[src/rtl/multicycle_ctrl.sv]
// Multicycle control unit for a small RV32-style core.
// Walks each instruction through FETCH/DECODE/execute/write-back states,
// drives datapath strobes from the current state, counts retired
// instructions and latches a sticky flag on unsupported opcodes.
module multicycle_ctrl (
    input  logic        clk,
    input  logic        rst,
    input  logic        run,
    input  logic [6:0]  opcode,
    input  logic [2:0]  funct3,
    input  logic [6:0]  funct7,
    input  logic        zero,
    output logic        pc_write,
    output logic        ir_write,
    output logic [1:0]  pc_src,
    output logic        alu_src_b,
    output logic [3:0]  alu_op,
    output logic        mem_read,
    output logic        mem_write,
    output logic        reg_write,
    output logic [1:0]  wb_sel,
    output logic        illegal,
    output logic [3:0]  state,
    output logic [15:0] retired
);

    typedef enum logic [3:0] {
        S_FETCH  = 4'd0,
        S_DECODE = 4'd1,
        S_EXEC_R = 4'd2,
        S_EXEC_I = 4'd3,
        S_ADDR   = 4'd4,
        S_MEM_RD = 4'd5,
        S_MEM_WR = 4'd6,
        S_WB_ALU = 4'd7,
        S_WB_MEM = 4'd8,
        S_BRANCH = 4'd9,
        S_JAL    = 4'd10,
        S_LUI    = 4'd11,
        S_HALT   = 4'd15
    } state_e;

    state_e      state_q, state_d;
    logic [15:0] retired_q, retired_d;
    logic        illegal_q, illegal_d;
    logic        retire;

    // Only funct7[5] distinguishes ALU operations.
    logic unused_funct7;
    assign unused_funct7 = ^{funct7[6], funct7[4:0]};

    // State, retire counter and sticky illegal flag; reset dominates everything.
    always_ff @(posedge clk) begin
        if (rst) begin
            state_q   <= S_FETCH;
            retired_q <= '0;
            illegal_q <= 1'b0;
        end else begin
            state_q   <= state_d;
            retired_q <= retired_d;
            illegal_q <= illegal_d;
        end
    end

    // Next-state selection, retire accounting and illegal-entry detection.
    always_comb begin
        state_d = state_q;
        case (state_q)
            S_FETCH:  state_d = run ? S_DECODE : S_FETCH;
            S_DECODE: begin
                case (opcode)
                    7'b0110011: state_d = S_EXEC_R;
                    7'b0010011: state_d = S_EXEC_I;
                    7'b0000011,
                    7'b0100011: state_d = S_ADDR;
                    7'b1100011: state_d = S_BRANCH;
                    7'b1101111: state_d = S_JAL;
                    7'b0110111: state_d = S_LUI;
                    default:    state_d = S_HALT;
                endcase
            end
            S_EXEC_R: state_d = S_WB_ALU;
            S_EXEC_I: state_d = S_WB_ALU;
            S_ADDR:   state_d = (opcode == 7'b0000011) ? S_MEM_RD : S_MEM_WR;
            S_MEM_RD: state_d = S_WB_MEM;
            S_MEM_WR: state_d = S_FETCH;
            S_WB_ALU: state_d = S_FETCH;
            S_WB_MEM: state_d = S_FETCH;
            S_BRANCH: state_d = S_FETCH;
            S_JAL:    state_d = S_FETCH;
            S_LUI:    state_d = S_FETCH;
            S_HALT:   state_d = S_HALT;
            default:  state_d = S_HALT;
        endcase

        retire = (state_q == S_WB_ALU) || (state_q == S_WB_MEM) ||
                 (state_q == S_MEM_WR) || (state_q == S_BRANCH) ||
                 (state_q == S_JAL)    || (state_q == S_LUI);
        retired_d = retired_q + (retire ? 16'd1 : 16'd0);
        illegal_d = illegal_q | (state_d == S_HALT);
    end

    // Datapath strobes decoded from the current state.
    always_comb begin
        pc_write  = 1'b0;
        ir_write  = 1'b0;
        pc_src    = 2'b00;
        alu_src_b = 1'b0;
        alu_op    = 4'b0000;
        mem_read  = 1'b0;
        mem_write = 1'b0;
        reg_write = 1'b0;
        wb_sel    = 2'b00;
        case (state_q)
            S_FETCH: begin
                // Held reset suppresses the fetch even with run high.
                if (run && !rst) begin
                    pc_write = 1'b1;
                    ir_write = 1'b1;
                end
            end
            S_EXEC_R: alu_op = {funct7[5], funct3};
            S_EXEC_I: begin
                alu_src_b = 1'b1;
                alu_op    = {(funct3 == 3'b101) ? funct7[5] : 1'b0, funct3};
            end
            S_ADDR:   alu_src_b = 1'b1;
            S_MEM_RD: mem_read  = 1'b1;
            S_MEM_WR: mem_write = 1'b1;
            S_WB_ALU: reg_write = 1'b1;
            S_WB_MEM: begin
                reg_write = 1'b1;
                wb_sel    = 2'b01;
            end
            S_BRANCH: begin
                alu_op   = 4'b1000;
                pc_src   = 2'b01;
                pc_write = ((funct3 == 3'b000) && zero) ||
                           ((funct3 == 3'b001) && !zero);
            end
            S_JAL: begin
                reg_write = 1'b1;
                wb_sel    = 2'b11;
                pc_write  = 1'b1;
                pc_src    = 2'b01;
            end
            S_LUI: begin
                reg_write = 1'b1;
                wb_sel    = 2'b10;
            end
            default: ;
        endcase
    end

    assign state   = state_q;
    assign retired = retired_q;
    assign illegal = illegal_q;

endmodule

[config.mk]
export PLATFORM = sky130hd
export DESIGN_NAME = multicycle_ctrl
export DESIGN_NICKNAME = d
export VERILOG_FILES = /design/src/rtl/multicycle_ctrl.sv
export SDC_FILE = /design/constraint.sdc
export NUM_CORES = 1
export LEC_CHECK = 0
export CAP_MARGIN = 15
export CORE_MARGIN = 4
export CORE_UTILIZATION = 45
export CTS_CLUSTER_DIAMETER = 100
export DETAILED_ROUTE_END_ITERATION = 8
export GPL_ROUTABILITY_DRIVEN = 0
export PLACE_DENSITY_LB_ADDON = 0.15
export SYNTH_ARGS = -nofsm -noshare
export SYNTH_HDL_FRONTEND = slang
export SYNTH_SLANG_ARGS = --single-unit
[constraint.sdc]
create_clock -name clk -period 4.9 [get_ports clk]
set_clock_uncertainty 0.05 [all_clocks]
set_input_delay 0.98 -clock clk [delete_from_list [all_inputs] [get_ports clk]]
set_output_delay 0.98 -clock clk [all_outputs]
set_load 0.005 [all_outputs]
==> run summary <==
The flow ran to the end, and the final reports show no timing, DRC or antenna violations. Clock-pin slew was measured on the worst setup and hold paths at 0.11 ns. The slack of the critical path is 1.15 ns. Relative contribution of combinational cells to total power: 0.448. The power per standard cell area works out to 335 nW/um^2.

The starting density of the core is 0.474. The logs give 0.181 for the overall fraction of global-route tracks in use and 0 for the overall overflow remaining after global route. The final worst-path cycle share was 0.766; the switching share of total power was 0.367. Worst setup path category: input pin to output port. The endpoint identified for the worst register-to-register timing path is retired[15]. The net count after synthesis was 189; the share of async-settable or async-resettable flops after synthesis was 0. In this run, placement finished with an instance count of 237. The number of cells on the worst reg-to-reg path is 7.

Buffers inserted during clock tree synthesis total 3. The region available for standard cell placement spans 2760 sq um. The signed area change from the synthesized netlist to the final layout was 39.0%. In this run the clock root is driven by a sky130_fd_sc_hd__clkbuf_4. The worst setup path is launched from an input pin. The endpoint with the worst hold slack was retired[5]. The net count of the finished layout is 234. The per-instance average area after synthesis works out to 7.87 sq um. The analysis attributes to net switching a power of 0.000223 W. The largest delay contributor family on the critical path is buffers and inverters. The detailed-router iteration count before antenna repair was 4; the required time of the worst setup path was 3.87 ns. The number of global-route vias before repair is 1,286, and the number of buffer and inverter instances along the worst setup path is 3. Walking the worst path, the cells encountered are clkdlybuf4s50_1 -> buf_4 -> nor3_1 -> and3_1 -> or2_1 -> clkdlybuf4s50_1. The floorplan has 19 rows. For the proportion of synthesized chip area in sequential cells, the log shows 0.322. For the reported max-cap violation count, the log shows 0. After detailed routing, the number of remaining DRC violations is 0. The synthesized design contains 21 register bits.

In this design, the critical path's most frequently occurring cell is sky130_fd_sc_hd__clkdlybuf4s50_1. Input and output buffers added on the ports amount to 48. The hold violation count in the final report is 0.

The clock passes through at most 2 buffers. The tools report the startpoint of the worst register-to-register path as state[2]. The cell with the biggest individual delay on the critical path was sky130_fd_sc_hd__clkdlybuf4s50_1. The first-pass GRT wire length was 5.38 mm; the number of enable-type register cells in the synthesized netlist was 0. The die is 61.9 um wide. For the worst setup path, the data arrival time is 2.72 ns. The delay of the slowest cell on the worst path works out to 0.49 ns. The setup slack after placement came out at 1.14 ns.

H-tree depth: 1. After legalization and detailed placement, the total HPWL measured 2.56 mm. The clock network fraction of total power was 0.133; the leakage power total was 0.615 nW.

The startpoint of the most critical hold path is retired[5]. For this run, the top clock speed supported by timing is 0.267 GHz. Counting every sink on the clock net gives 21. The clock reaches the later pin of the worst-skew pair after 0.29 ns. At the pin with the least slew margin, the transition time is 0.531 ns. The design draws 0.000609 W. The headroom to the max-slew limit was 0.645. The number of antenna violations at the first check in global routing is 0, and the fill cell total of the finished layout is 244. The average wire per cell in the routed design works out to 13.7 um. In the routed layout, each cell is associated on average with a via count of 5.63. Leaving out filler cells and counting taps, the final layout contains 241. Subtracting the final worst setup slack from the clock period gives 3.75 ns.

The run gives 0.419 as the share of power burned in registers. The tools report the number of max-slew violations in the final report as 0. The highest net fanout along the worst path is 23, and the total inserted antenna cells is 0.

The floorplan step defined a die boundary enclosing 3830 sq um. The min-delay analysis places its worst path in the category flop to flop. 56 I/O pins were placed.

TritonCTS built the clock tree. Cell internal power was estimated by the tool at 0.000385 W. VDD sags by at most 0.238 mV. After clock tree synthesis, the setup repair step added 0 buffers.

The tools report the internal reg-to-reg setup slack as 2.44 ns. The run gives 0 as the count of hold-fix buffers inserted at cts. The run gives 1310 sq um as the netlist area before placement.

The cell count after synthesis came out at 166. Setup violations remaining at the end of the flow were counted as 0. The share of cells above drive strength 1 works out to 0.0429. Counting instances, the worst hold path has a depth of 2. For this run, the number of Yosys warnings is 0. The run gives 67 as the violation count after the first detailed-routing iteration. In this run the worst setup path begins at rst. Among all flip-flop cells after synthesis, the most frequent one is sky130_fd_sc_hd__dfxtp_1. STA classifies the critical path endpoint as an output port.

The count of nets left with antenna violations once routing finished came out at 0. The final route contains 1,357 vias. Entering global routing, the biggest net connects 24 pins.

The tools report the quantity of gates resized following cts as 0. Setup repair after global routing left no endpoint under its margin. The die is 61.9 um tall. The run gives 0 ns as the setup TNS after final layout. The total wire length came out at 3.31 mm. Counting distinct cell types in the post-synthesis netlist gives 44.
==> synth_stat cells, drive strengths merged (3+ instances only) <==
library cell / n / area, sq um
nor2: 18 / 67.6
clkbuf: 3 / 11.3
a21oi: 12 / 60.1
nor3: 7 / 35.0
o21ai: 4 / 20.0
nand2: 13 / 48.8
nor2b: 7 / 43.8
or3: 6 / 37.5
and3: 5 / 31.3
o22ai: 3 / 18.8
dfxtp: 21 / 420
nand3: 9 / 45.0
nand4: 3 / 18.8
nor4: 5 / 50.1
buf: 6 / 32.5
xnor2: 9 / 78.8
inv: 4 / 15.0
==> per-stage QoR <==
stage / utilization / cell area [sq um] / hold slack (ns)
after CTS: 0.658 / 1820 / 0.467
after floorplan: - / 1310 / 0.437
after global routing: 0.658 / 1820 / 0.522
after global placement: 0.649 / 1790 / 0.437
final: 0.658 / 1820 / 0.466
after detailed placement: 0.649 / 1790 / 0.450
==> worst min-delay path, delay by kind of cell (launching register included) <==
kind	cells	cell delay [ns]
AO/OA/AOI/OAI	2	0.14
flip-flops	1	0.35
==> sequential cells by signal, indices dropped and copies added, names as in the netlist <==
name     count
retired     16
state        4
illegal      1
==> worst max-delay path by stage <==
stage,endpoint,slack [ns],depth (start not counted)
2_1_floorplan,pc_write,2.15,3
3_3_place_gp,pc_write,1.14,6
3_5_place_dp,pc_write,1.14,6
4_1_cts,pc_write,1.13,6
5_1_grt,pc_write,1.05,6
6_report,pc_write,1.15,6
==> layout make-up <==
type | instances | area, sq um | share of cell area
Tap cell | 31 | 38.8 | 0.0214
Timing Repair Buffer | 49 | 488 | 0.269
Sequential cell | 21 | 420 | 0.232
Multi-Input combinational cell | 132 | 827 | 0.456
Clock buffer | 4 | 26.3 | 0.0145
Inverter | 4 | 15.0 | 0.00827
==> cells by family after synthesis <==
family | synth area share
AO/OA/AOI/OAI | 0.156
XOR/XNOR | 0.0738
adder cells (fa/ha/maj) | 0.0192
buffers and inverters | 0.0450
flip-flops | 0.322
multiplexers | 0.00862
other | 0.00287
AND/OR/NAND/NOR | 0.373
==> power groups by stage <==
stage	clock network [W]	registers [W]	logic [W]
after floorplan	0	0.000222	0.000168
after global placement	0	0.000256	0.000269
after detailed placement	0	0.000257	0.000274
after CTS	0.0000825	0.000253	0.000275
after global routing	0.0000902	0.000263	0.000301
final	0.0000810	0.000255	0.000272
==> cells in the final DEF, fill, tap and decap left out, drive strengths merged, types with 3 or more instances in the layout <==
master         instances
or3                    6
nor2b                  7
o21ai                  4
nand2                 13
clkbuf                 4
nand3                  9
xnor2                  9
a21oi                 12
nor4                   5
nand4                  3
inv                    4
nor2                  18
nor3                   7
o22ai                  3
dfxtp                 21
clkdlybuf4s50         48
and3                   5
==> routing by layer <==
metal  routed length, um  global-route usage
met4                  44              0.0636
met2                1680               0.320
met5                   0                   0
met3                 161              0.0248
met1                1430               0.222
No activity file was read; power rests on OpenSTA's default activity.
